**src/rtl/dram_lsu_pkg.sv**
```systemverilog
// Shared types and lane helpers for the data-RAM load/store unit.
package dram_lsu_pkg;

    typedef enum logic [1:0] {
        SZ_B   = 2'b00,
        SZ_H   = 2'b01,
        SZ_W   = 2'b10,
        SZ_RSV = 2'b11
    } size_e;

    typedef enum logic [1:0] {
        StIdle,
        StRd,
        StCap,
        StWr
    } state_e;

    // Pick the addressed lane out of a RAM word and sign/zero-extend it.
    function automatic logic [31:0] load_extend(input logic [31:0] raw, input logic [1:0] off,
                                                input size_e size, input logic uns);
        logic [7:0]  b;
        logic [15:0] h;
        b = raw[{off, 3'b000} +: 8];
        h = off[1] ? raw[31:16] : raw[15:0];
        case (size)
            SZ_B:    load_extend = {{24{b[7] & ~uns}}, b};
            SZ_H:    load_extend = {{16{h[15] & ~uns}}, h};
            default: load_extend = raw;
        endcase
    endfunction

    // Replace the addressed lane(s) of the old RAM word with right-aligned store data.
    function automatic logic [31:0] store_merge(input logic [31:0] raw, input logic [1:0] off,
                                                input size_e size, input logic [31:0] wdata);
        store_merge = raw;
        case (size)
            SZ_B: store_merge[{off, 3'b000} +: 8] = wdata[7:0];
            SZ_H: begin
                if (off[1]) store_merge[31:16] = wdata[15:0];
                else        store_merge[15:0]  = wdata[15:0];
            end
            default: store_merge = wdata;
        endcase
    endfunction

endpackage

```
**src/rtl/dram_lane_align.sv**
```systemverilog
// Combinational lane steering: extended load value and read-modify-write store word.
module dram_lane_align
    import dram_lsu_pkg::*;
(
    input  logic [31:0] raw,
    input  logic [1:0]  off,
    input  size_e       size,
    input  logic        uns,
    input  logic [31:0] wdata,
    output logic [31:0] load_val,
    output logic [31:0] store_word
);

    assign load_val   = load_extend(raw, off, size, uns);
    assign store_word = store_merge(raw, off, size, wdata);

endmodule

```
**src/rtl/dram_lsu.sv**
```systemverilog
// Byte-addressed RV32 load/store front end for a word-wide synchronous data RAM.
// Define DRAM_LSU_MISALIGN_TRAP_EN to reject misaligned accesses instead of aligning them down.
module dram_lsu
    import dram_lsu_pkg::*;
#(
    parameter int unsigned ADDR_W = 16
) (
    input  logic              clk,
    input  logic              rst_n,
    input  logic              req_valid,
    output logic              req_ready,
    input  logic              req_we,
    input  logic [1:0]        req_size,
    input  logic              req_unsigned,
    input  logic [31:0]       req_addr,
    input  logic [31:0]       req_wdata,
    output logic              rsp_valid,
    output logic [31:0]       rsp_rdata,
    output logic              rsp_err,
    output logic [ADDR_W-1:0] dram_a,
    output logic              dram_we,
    output logic [31:0]       dram_din,
    input  logic [31:0]       dram_spo
);

    state_e            state_q, state_d;
    size_e             req_sz, size_q;
    logic [1:0]        req_off, off_q;
    logic              req_err, accept;
    logic              we_q, uns_q;
    logic [31:0]       wdata_q, din_q, rdata_q;
    logic [ADDR_W-1:0] dram_a_q;
    logic              rsp_valid_q, err_q;
    logic [31:0]       load_val, store_word;
    logic              unused_addr;

    assign req_sz      = size_e'(req_size);
    assign accept      = req_valid && req_ready;
    // Upper byte-address bits alias onto the RAM.
    assign unused_addr = ^req_addr[31:ADDR_W+2];

    always_comb begin
        req_off = req_addr[1:0];
        req_err = (req_sz == SZ_RSV);
`ifdef DRAM_LSU_MISALIGN_TRAP_EN
        if (req_sz == SZ_H && req_addr[0])          req_err = 1'b1;
        if (req_sz == SZ_W && req_addr[1:0] != 2'b00) req_err = 1'b1;
`else
        if (req_sz == SZ_H) req_off[0] = 1'b0;
        if (req_sz == SZ_W) req_off    = 2'b00;
`endif
    end

    always_ff @(posedge clk or negedge rst_n) begin
        if (!rst_n) state_q <= StIdle;
        else        state_q <= state_d;
    end

    always_comb begin
        state_d = state_q;
        unique case (state_q)
            StIdle: begin
                if (accept && !req_err) begin
                    state_d = (req_we && req_sz == SZ_W) ? StWr : StRd;
                end
            end
            StRd:    state_d = StCap;
            StCap:   state_d = we_q ? StWr : StIdle;
            StWr:    state_d = StIdle;
            default: state_d = StIdle;
        endcase
    end

    // Write enable comes straight from the state register so reset kills it asynchronously.
    always_comb begin
        req_ready = (state_q == StIdle);
        dram_we   = (state_q == StWr);
    end

    always_ff @(posedge clk or negedge rst_n) begin
        if (!rst_n) begin
            off_q       <= 2'b00;
            size_q      <= SZ_B;
            we_q        <= 1'b0;
            uns_q       <= 1'b0;
            wdata_q     <= 32'd0;
            dram_a_q    <= '0;
            din_q       <= 32'd0;
            rsp_valid_q <= 1'b0;
            rdata_q     <= 32'd0;
            err_q       <= 1'b0;
        end else begin
            rsp_valid_q <= 1'b0;
            unique case (state_q)
                StIdle: begin
                    if (accept) begin
                        off_q    <= req_off;
                        size_q   <= req_sz;
                        we_q     <= req_we;
                        uns_q    <= req_unsigned;
                        wdata_q  <= req_wdata;
                        dram_a_q <= req_addr[ADDR_W+1:2];
                        if (req_err) begin
                            rsp_valid_q <= 1'b1;
                            rdata_q     <= 32'd0;
                            err_q       <= 1'b1;
                        end else if (req_we && req_sz == SZ_W) begin
                            din_q <= req_wdata;
                        end
                    end
                end
                StCap: begin
                    if (we_q) begin
                        din_q <= store_word;
                    end else begin
                        rsp_valid_q <= 1'b1;
                        rdata_q     <= load_val;
                        err_q       <= 1'b0;
                    end
                end
                StWr: begin
                    rsp_valid_q <= 1'b1;
                    rdata_q     <= 32'd0;
                    err_q       <= 1'b0;
                end
                default: ;
            endcase
        end
    end

    dram_lane_align u_lane_align (
        .raw        (dram_spo),
        .off        (off_q),
        .size       (size_q),
        .uns        (uns_q),
        .wdata      (wdata_q),
        .load_val   (load_val),
        .store_word (store_word)
    );

    assign rsp_valid = rsp_valid_q;
    assign rsp_rdata = rdata_q;
    assign rsp_err   = err_q;
    assign dram_a    = dram_a_q;
    assign dram_din  = din_q;

endmodule

```
**config.mk**
```make
export PLATFORM = sky130hd
export DESIGN_NAME = dram_lsu
export DESIGN_NICKNAME = d
export VERILOG_FILES = /design/src/rtl/dram_lsu_pkg.sv /design/src/rtl/dram_lane_align.sv /design/src/rtl/dram_lsu.sv
export SDC_FILE = /design/constraint.sdc
export NUM_CORES = 1
export LEC_CHECK = 0
export CORE_ASPECT_RATIO = 1.1
export CORE_MARGIN = 2
export CORE_UTILIZATION = 50
export CTS_BUF_LIST = sky130_fd_sc_hd__clkbuf_2 sky130_fd_sc_hd__clkbuf_4 sky130_fd_sc_hd__clkbuf_8
export DETAILED_ROUTE_END_ITERATION = 16
export PLACE_DENSITY = 0.84
export SLEW_MARGIN = 40
export SYNTH_ARGS = -nofsm -noshare
export SYNTH_HDL_FRONTEND = slang
export SYNTH_HIERARCHICAL = 1
export SYNTH_SLANG_ARGS = --single-unit
```
**constraint.sdc**
```tcl
create_clock -name clk -period 5.41 [get_ports clk]
set_input_delay 1.082 -clock clk [delete_from_list [all_inputs] [get_ports clk]]
set_output_delay 1.082 -clock clk [all_outputs]
set_load 0.03 [all_outputs]
```
Word level (Yosys, flattened, before mapping)
Cells that the tools add are included.
{"block": "op_classes", "add_sub_neg": 1, "shifts": 3, "bitwise": 3, "muxes": 29, "n_eq_ne": 14, "div_mod_pow": 0, "n_mul": 0, "magnitude_cmp": 0, "reduce_logical": 11}
{"operator": "$mux 32", "n": 7}
{"operator": "$pmux 32 s2", "n": 3}
{"operator": "$pmux 32 s3", "n": 1}
{"operator": "$mux 16", "n": 3}
{"operator": "$bwmux 32", "n": 1}
{"operator": "$shift 8x7->32 const A", "n": 1}
{"operator": "$shiftx 32x6->8", "n": 1}
{"operator": "$shiftx 8x7->32", "n": 1}
{"operator": "$eq 2x2->1 const B", "n": 4}
{"operator": "$mux 2", "n": 4}
{"operator": "$ne 2x1->1 const B", "n": 4}
{"operator": "$pmux 2 s4", "n": 1}
{"operator": "$mux 1", "n": 7}
{"operator": "$neg 5->7", "n": 1}
{"operator": "$eq 2x1->1 const B", "n": 3}
{"operator": "$ne 2x2->1 const B", "n": 3}
{"operator": "$pmux 1 s3", "n": 2}
{"operator": "$reduce_and 5->1", "n": 1}
{"operator": "$logic_not 2->1", "n": 2}
{"operator": "$reduce_and 4->1", "n": 1}
{"operator": "$logic_and 1x1->1", "n": 3}
{"operator": "$reduce_bool 3->1", "n": 1}
{"operator": "$and 1x1->1", "n": 2}
{"operator": "$reduce_and 2->1", "n": 1}
{"operator": "other kinds (3)", "n": 3}
{"block": "word_totals", "mem_bits_rw": 0, "reg_bits": 122, "latch_bits": 0, "wordCells": 72, "mem_count": 0, "out_inout_bits": 84, "input_bits": 103, "mem_bits_ro": 0}

Longest topological paths before layout
{"block": "depth", "ltp_word": 6, "depth_mapped": 10, "ltp_nobuf": 8}

Modules after synthesis
Netlist, hierarchy kept.
{"mod": "dram_lsu", "seq_area_each_um2": 3052.9, "cells_each": 380, "area_per_inst_um2": 5282.6, "n_inst": 1}
{"mod": "dram_lane_align", "seq_area_each_um2": 0.0, "cells_each": 235, "area_per_inst_um2": 1570.3, "n_inst": 1}

Least setup slack after synthesis
No wires, ideal clock.
{"block": "synth_timing", "path_type": "input-to-reg", "start": "in req_size[0]", "end": "reg din_q[0], in the netlist dram_din[0]", "n_path_buf": 1, "slack_ps": 3058, "arrival_time_ps": 2227, "required_time_ps": 5285, "path_stages": 4, "setup_time_ps": 125, "cell_sequence": "nand4bb_1 -> a221oi_4 -> buf_6 -> mux2_4"}
{"block": "synth_between", "elab_chain_len": 4, "word_cells_on_any_way": 6, "classes_between": "4 x eq/ne; 2 x reduce/logical"}
{"element": "start: declaration", "line": "dram_lsu.sv:13", "source": "input logic [1:0] req_size,"}
{"element": "$eq 2x2->1", "line": "dram_lsu.sv:107", "source": "end else if (req_we && req_sz == SZ_W) begin"}
{"element": "$logic_and 1x1->1", "line": "dram_lsu.sv:107"}
{"element": "$ne 2x1->1 (no line)"}
{"element": "$reduce_and 5->1 (no line) (*)"}
{"element": "end signal: assignment", "line": "dram_lsu.sv:108", "source": "din_q <= req_wdata;"}
{"element": "end signal: assignment", "line": "dram_lsu.sv:114", "source": "din_q <= store_word;"}
{"element": "end: declaration", "line": "dram_lsu.sv:31", "source": "logic [31:0] wdata_q, din_q, rdata_q;"}
Mark *: on every way between the ends. The rest lies on a longest branch, timed or not.
A chain may end at the register's enable or synchronous reset.

Worst setup path after layout
{"block": "layout_timing", "start": "reg size_q[0]", "end": "reg din_q[7], in the netlist dram_din[7]"}
{"block": "layout_between", "elab_chain_len": 4, "word_cells_on_any_way": 5, "classes_between": "1 x eq/ne; 3 x mux; 1 x reduce/logical"}
{"element": "start: declaration", "line": "dram_lsu.sv:27", "source": "size_e req_sz, size_q;"}
{"element": "start signal: assignment", "line": "dram_lsu.sv:98", "source": "size_q <= req_sz;"}
{"element": "$eq 2x1->1 / $logic_not 2->1 (equally long branches)", "line": "dram_lsu_pkg.sv:36", "source": "case (size)"}
{"element": "$pmux 32 s2 (*)", "line": "dram_lsu_pkg.sv:36"}
{"element": "via store_word[7]", "line": "dram_lsu.sv:34", "source": "logic [31:0] load_val, store_word;"}
{"element": "$mux 32 (*)", "line": "dram_lsu.sv:113", "source": "if (we_q) begin"}
{"element": "$pmux 32 s2 (*)", "line": "dram_lsu.sv:94", "source": "unique case (state_q)"}
Mark *: on every way through the listed nets, which the timed path passes. The rest lies on a longest branch. The select of a mux whose other input is x is not followed.

==> results.json <==
{
  "clock_latency_ns": 0.45,
  "yosysSeqAreaShare": 0.445,
  "critPathMostFrequentCell": "mux2_2",
  "post_cts_resize_count": 0,
  "root_buffer": "clkbuf_8",
  "drc": 0,
  "drt_wl_total_mm": 19.2,
  "synthDistinctLibCells": 51,
  "postCtsHoldBufs": 0,
  "relSlewSlack": 0.452,
  "critPathKind": "reg2reg",
  "vias_per_cell": 5.73,
  "grt_usage": 0.265,
  "ys_seq_elements": 122,
  "die_h_microns": 127,
  "clock_path_buffers": 2,
  "place_hpwl_mm": 14.2,
  "setup_violations": 0,
  "multi_input_area_sq_um": 3390,
  "period_minus_slack_ns": 2.99,
  "timing.rr.start": "size_q[0]$_DFFE_PN0P_",
  "cts_buffers": 17,
  "syn_to_final_growth_pct": 32.6,
  "grt_pass1_vias": 5629,
  "post_cts_buffers": 0,
  "fillers": 1022,
  "fp.coreArea_sq_um": 13300,
  "pin_count": 187,
  "required_ns": 5.74,
  "avgSynthCellArea_sq_um": 11.1,
  "holdCritPathClass": "reg2reg",
  "cpMaxStageDelayCell": "dfrtp_1",
  "start_util": 0.514,
  "fmax_mhz": 334,
  "powerDensity_nw_per_um2": 652,
  "arrival_ns": 3.32,
  "endpoint_kind": "flip-flop",
  "vias": 5573,
  "cts_htree_levels": 4,
  "cp_top_family": "compound AO/OA/AOI/OAI gates",
  "p_leak_nw": 3.74,
  "synth_edf_count": 0,
  "syn_area_sq_um": 6850,
  "maxCapViolCount": 0,
  "r2r_setup_slack_ns": 2.42,
  "max_stage_delay_ns": 0.83,
  "hold-path-endpoint": "dram_din[24]$_DFFE_PN0P_",
  "period_share": 0.553,
  "peakVddDrop_mv": 0.367,
  "place.gp.congestion": 0.945,
  "worstReg2RegEnd": "dram_din[7]$_DFFE_PN0P_",
  "final.setup.tns_ns": 0,
  "layout-drive-gt1-share": 0.241,
  "wl_per_cell_microns": 19.7,
  "crit_path_max_fanout": 22,
  "ys_warn_count": 6,
  "worst_hold_slack_ns": 0.506,
  "cp-start-kind": "flip-flop",
  "finalClockSkew_ns": 0.0132,
  "tightest_slew_ns": 0.821,
  "async_flop_share": 1.00,
  "synth_nets": 723,
  "cts_sinks": 122,
  "reg2reg_depth": 6,
  "drt_iter0_markers": 518,
  "hold_viol": 0,
  "die_w_microns": 116,
  "grt_first_pass_wirelength_mm": 29.8,
  "dieArea_sq_um": 14700,
  "ant_nets": 0,
  "overflow": 0,
  "firstDrtPassIters": 7,
  "syn_inst": 615,
  "core.rowCount": 44,
  "hp-start": "dram_din[24]$_DFFE_PN0P_",
  "drv_slew": 0,
  "diodes": 0,
  "outcome": "completed",
  "grt_max_degree": 71,
  "cts_tree": "built",
  "portBuffers": 172,
  "fin_nets": 884,
  "path_clk_slew_ns": 0.07,
  "synthFlopType": "dfrtp_1",
  "path_cells": "inv_1, o21ai_2, a21oi_2, a22o_1, mux2_2, mux2_2",
  "regArea_sq_um": 3050,
  "whs_path_depth": 1,
  "rsz0062_at_grt": "no",
  "crit_buf_inv": 1,
  "antenna_found_initial": 0
}
## cells in the mapped netlist (7+ instances only)
master / number / share of area
buf_2: 13 / 0.0095
mux2i_1: 38 / 0.056
inv_1: 47 / 0.026
nand2b_1: 7 / 0.0064
a2bb2oi_1: 7 / 0.0089
nor2_1: 8 / 0.0044
a222oi_1: 7 / 0.010
o21ai_0: 18 / 0.013
a221o_1: 16 / 0.023
buf_6: 9 / 0.015
a22o_1: 10 / 0.013
a21oi_1: 13 / 0.0095
a21oi_2: 10 / 0.013
dfrtp_1: 122 / 0.45
nand2_1: 97 / 0.053
a221oi_1: 7 / 0.0089
clkbuf_1: 9 / 0.0049
mux2_2: 112 / 0.18
mux2_4: 11 / 0.024
## routing by layer
layer	part of all wire	global-route usage	wire length [microns]	vias to the layer above
li1	-	-	-	2508
met1	0.41	0.341	7960	2731
met2	0.47	0.417	8920	292
met3	0.092	0.0793	1770	42
met4	0.027	0.111	524	0
met5	0	0	0	-
## registers in the layout, summed over array words and instances, names as in the netlist
name and cells:
dram_din 32, rsp_rdata 32, wdata_q 32, dram_a 16
off_q 2, size_q 2, state_q 2, rsp_err 1
rsp_valid 1, uns_q 1, we_q 1
## worst max path at each step
stage	start	endpoint	slack [ns]	cells after the start
after floorplan	req_size[0]	dram_din[0]$_DFFE_PN0P_	3.06	4
after global placement	req_valid	wdata_q[3]$_DFFE_PN0P_	2.03	4
after detailed placement	req_size[0]	dram_din[21]$_DFFE_PN0P_	2.19	5
after CTS	size_q[0]$_DFFE_PN0P_	dram_din[7]$_DFFE_PN0P_	2.35	6
after global routing	size_q[0]$_DFFE_PN0P_	dram_din[7]$_DFFE_PN0P_	2.31	6
final	size_q[0]$_DFFE_PN0P_	dram_din[7]$_DFFE_PN0P_	2.42	6
## cells by family (layout without fill, tap and decap cells)
family                   count (synthesis)  count (layout)  share of synthesized area
adder cells (fa/ha/maj)                  5               5                    0.00913
AO/OA/AOI/OAI                          106             106                      0.128
multiplexers                           161             161                      0.264
AND/OR/NAND/NOR                        135             135                     0.0904
buffers and inverters                   86             260                     0.0635
flip-flops                             122             122                      0.445
## worst reg2reg max path, cell delays in order, from the launching register on
cell and delay [ns]:
dfrtp_1 0.83, inv_1 0.35, o21ai_2 0.64, a21oi_2 0.23, a22o_1 0.31, mux2_2 0.26, mux2_2 0.26
## final cells by class
| class | instances | share of cell area |
|---|---|---|
| Clock buffer | 21 | 0.0318 |
| Tap cell | 184 | 0.0253 |
| Timing Repair Buffer | 180 | 0.198 |
| Sequential cell | 122 | 0.336 |
| Inverter | 48 | 0.0198 |
| Clock inverter | 11 | 0.0157 |
| Multi-Input combinational cell | 407 | 0.373 |
## stage by stage
step                utilization  cells  worst slack (ns)  cell area (sq um)  total power, mW
floorplan                     -    615              3.06               6850             3.96
finish                    0.682    973              2.42               9090             5.93
detailed placement        0.649    941              2.19               8650             5.04
global route              0.682    973              2.31               9090             6.25
global placement          0.648    940              2.03               8630             4.93
CTS                       0.682    973              2.35               9080             5.94
## cells in the final DEF (no fill, tap or decap), drive strengths merged, types with 2 or more instances in the layout
master / Yosys / final
clkdlybuf4s50: 0 / 171
mux2: 123 / 123
dfrtp: 122 / 122
nand2: 97 / 97
inv: 47 / 47
mux2i: 38 / 38
a21oi: 23 / 23
clkbuf: 11 / 21
o21ai: 20 / 20
a221o: 16 / 16
a22o: 10 / 10
nor2: 9 / 9
buf: 27 / 9
a221oi: 8 / 8
nand2b: 7 / 7
a222oi: 7 / 7
a2bb2oi: 7 / 7
clkinv: 1 / 7
a22oi: 6 / 6
ha: 5 / 5
nor2b: 5 / 5
bufinv: 0 / 3
nor3b: 3 / 3
and2: 2 / 2
nand3: 2 / 2
clkinvlp: 0 / 2
or2: 2 / 2
a211oi: 2 / 2
nor3: 2 / 2
## power breakdown
group	total [mW]	switching (mW)	internal [mW]
Clock	0.870	0.367	0.502
Sequential	1.70	0.352	1.35
Combinational	3.36	1.81	1.55
Note: power is estimated with default switching activity, not from simulation.
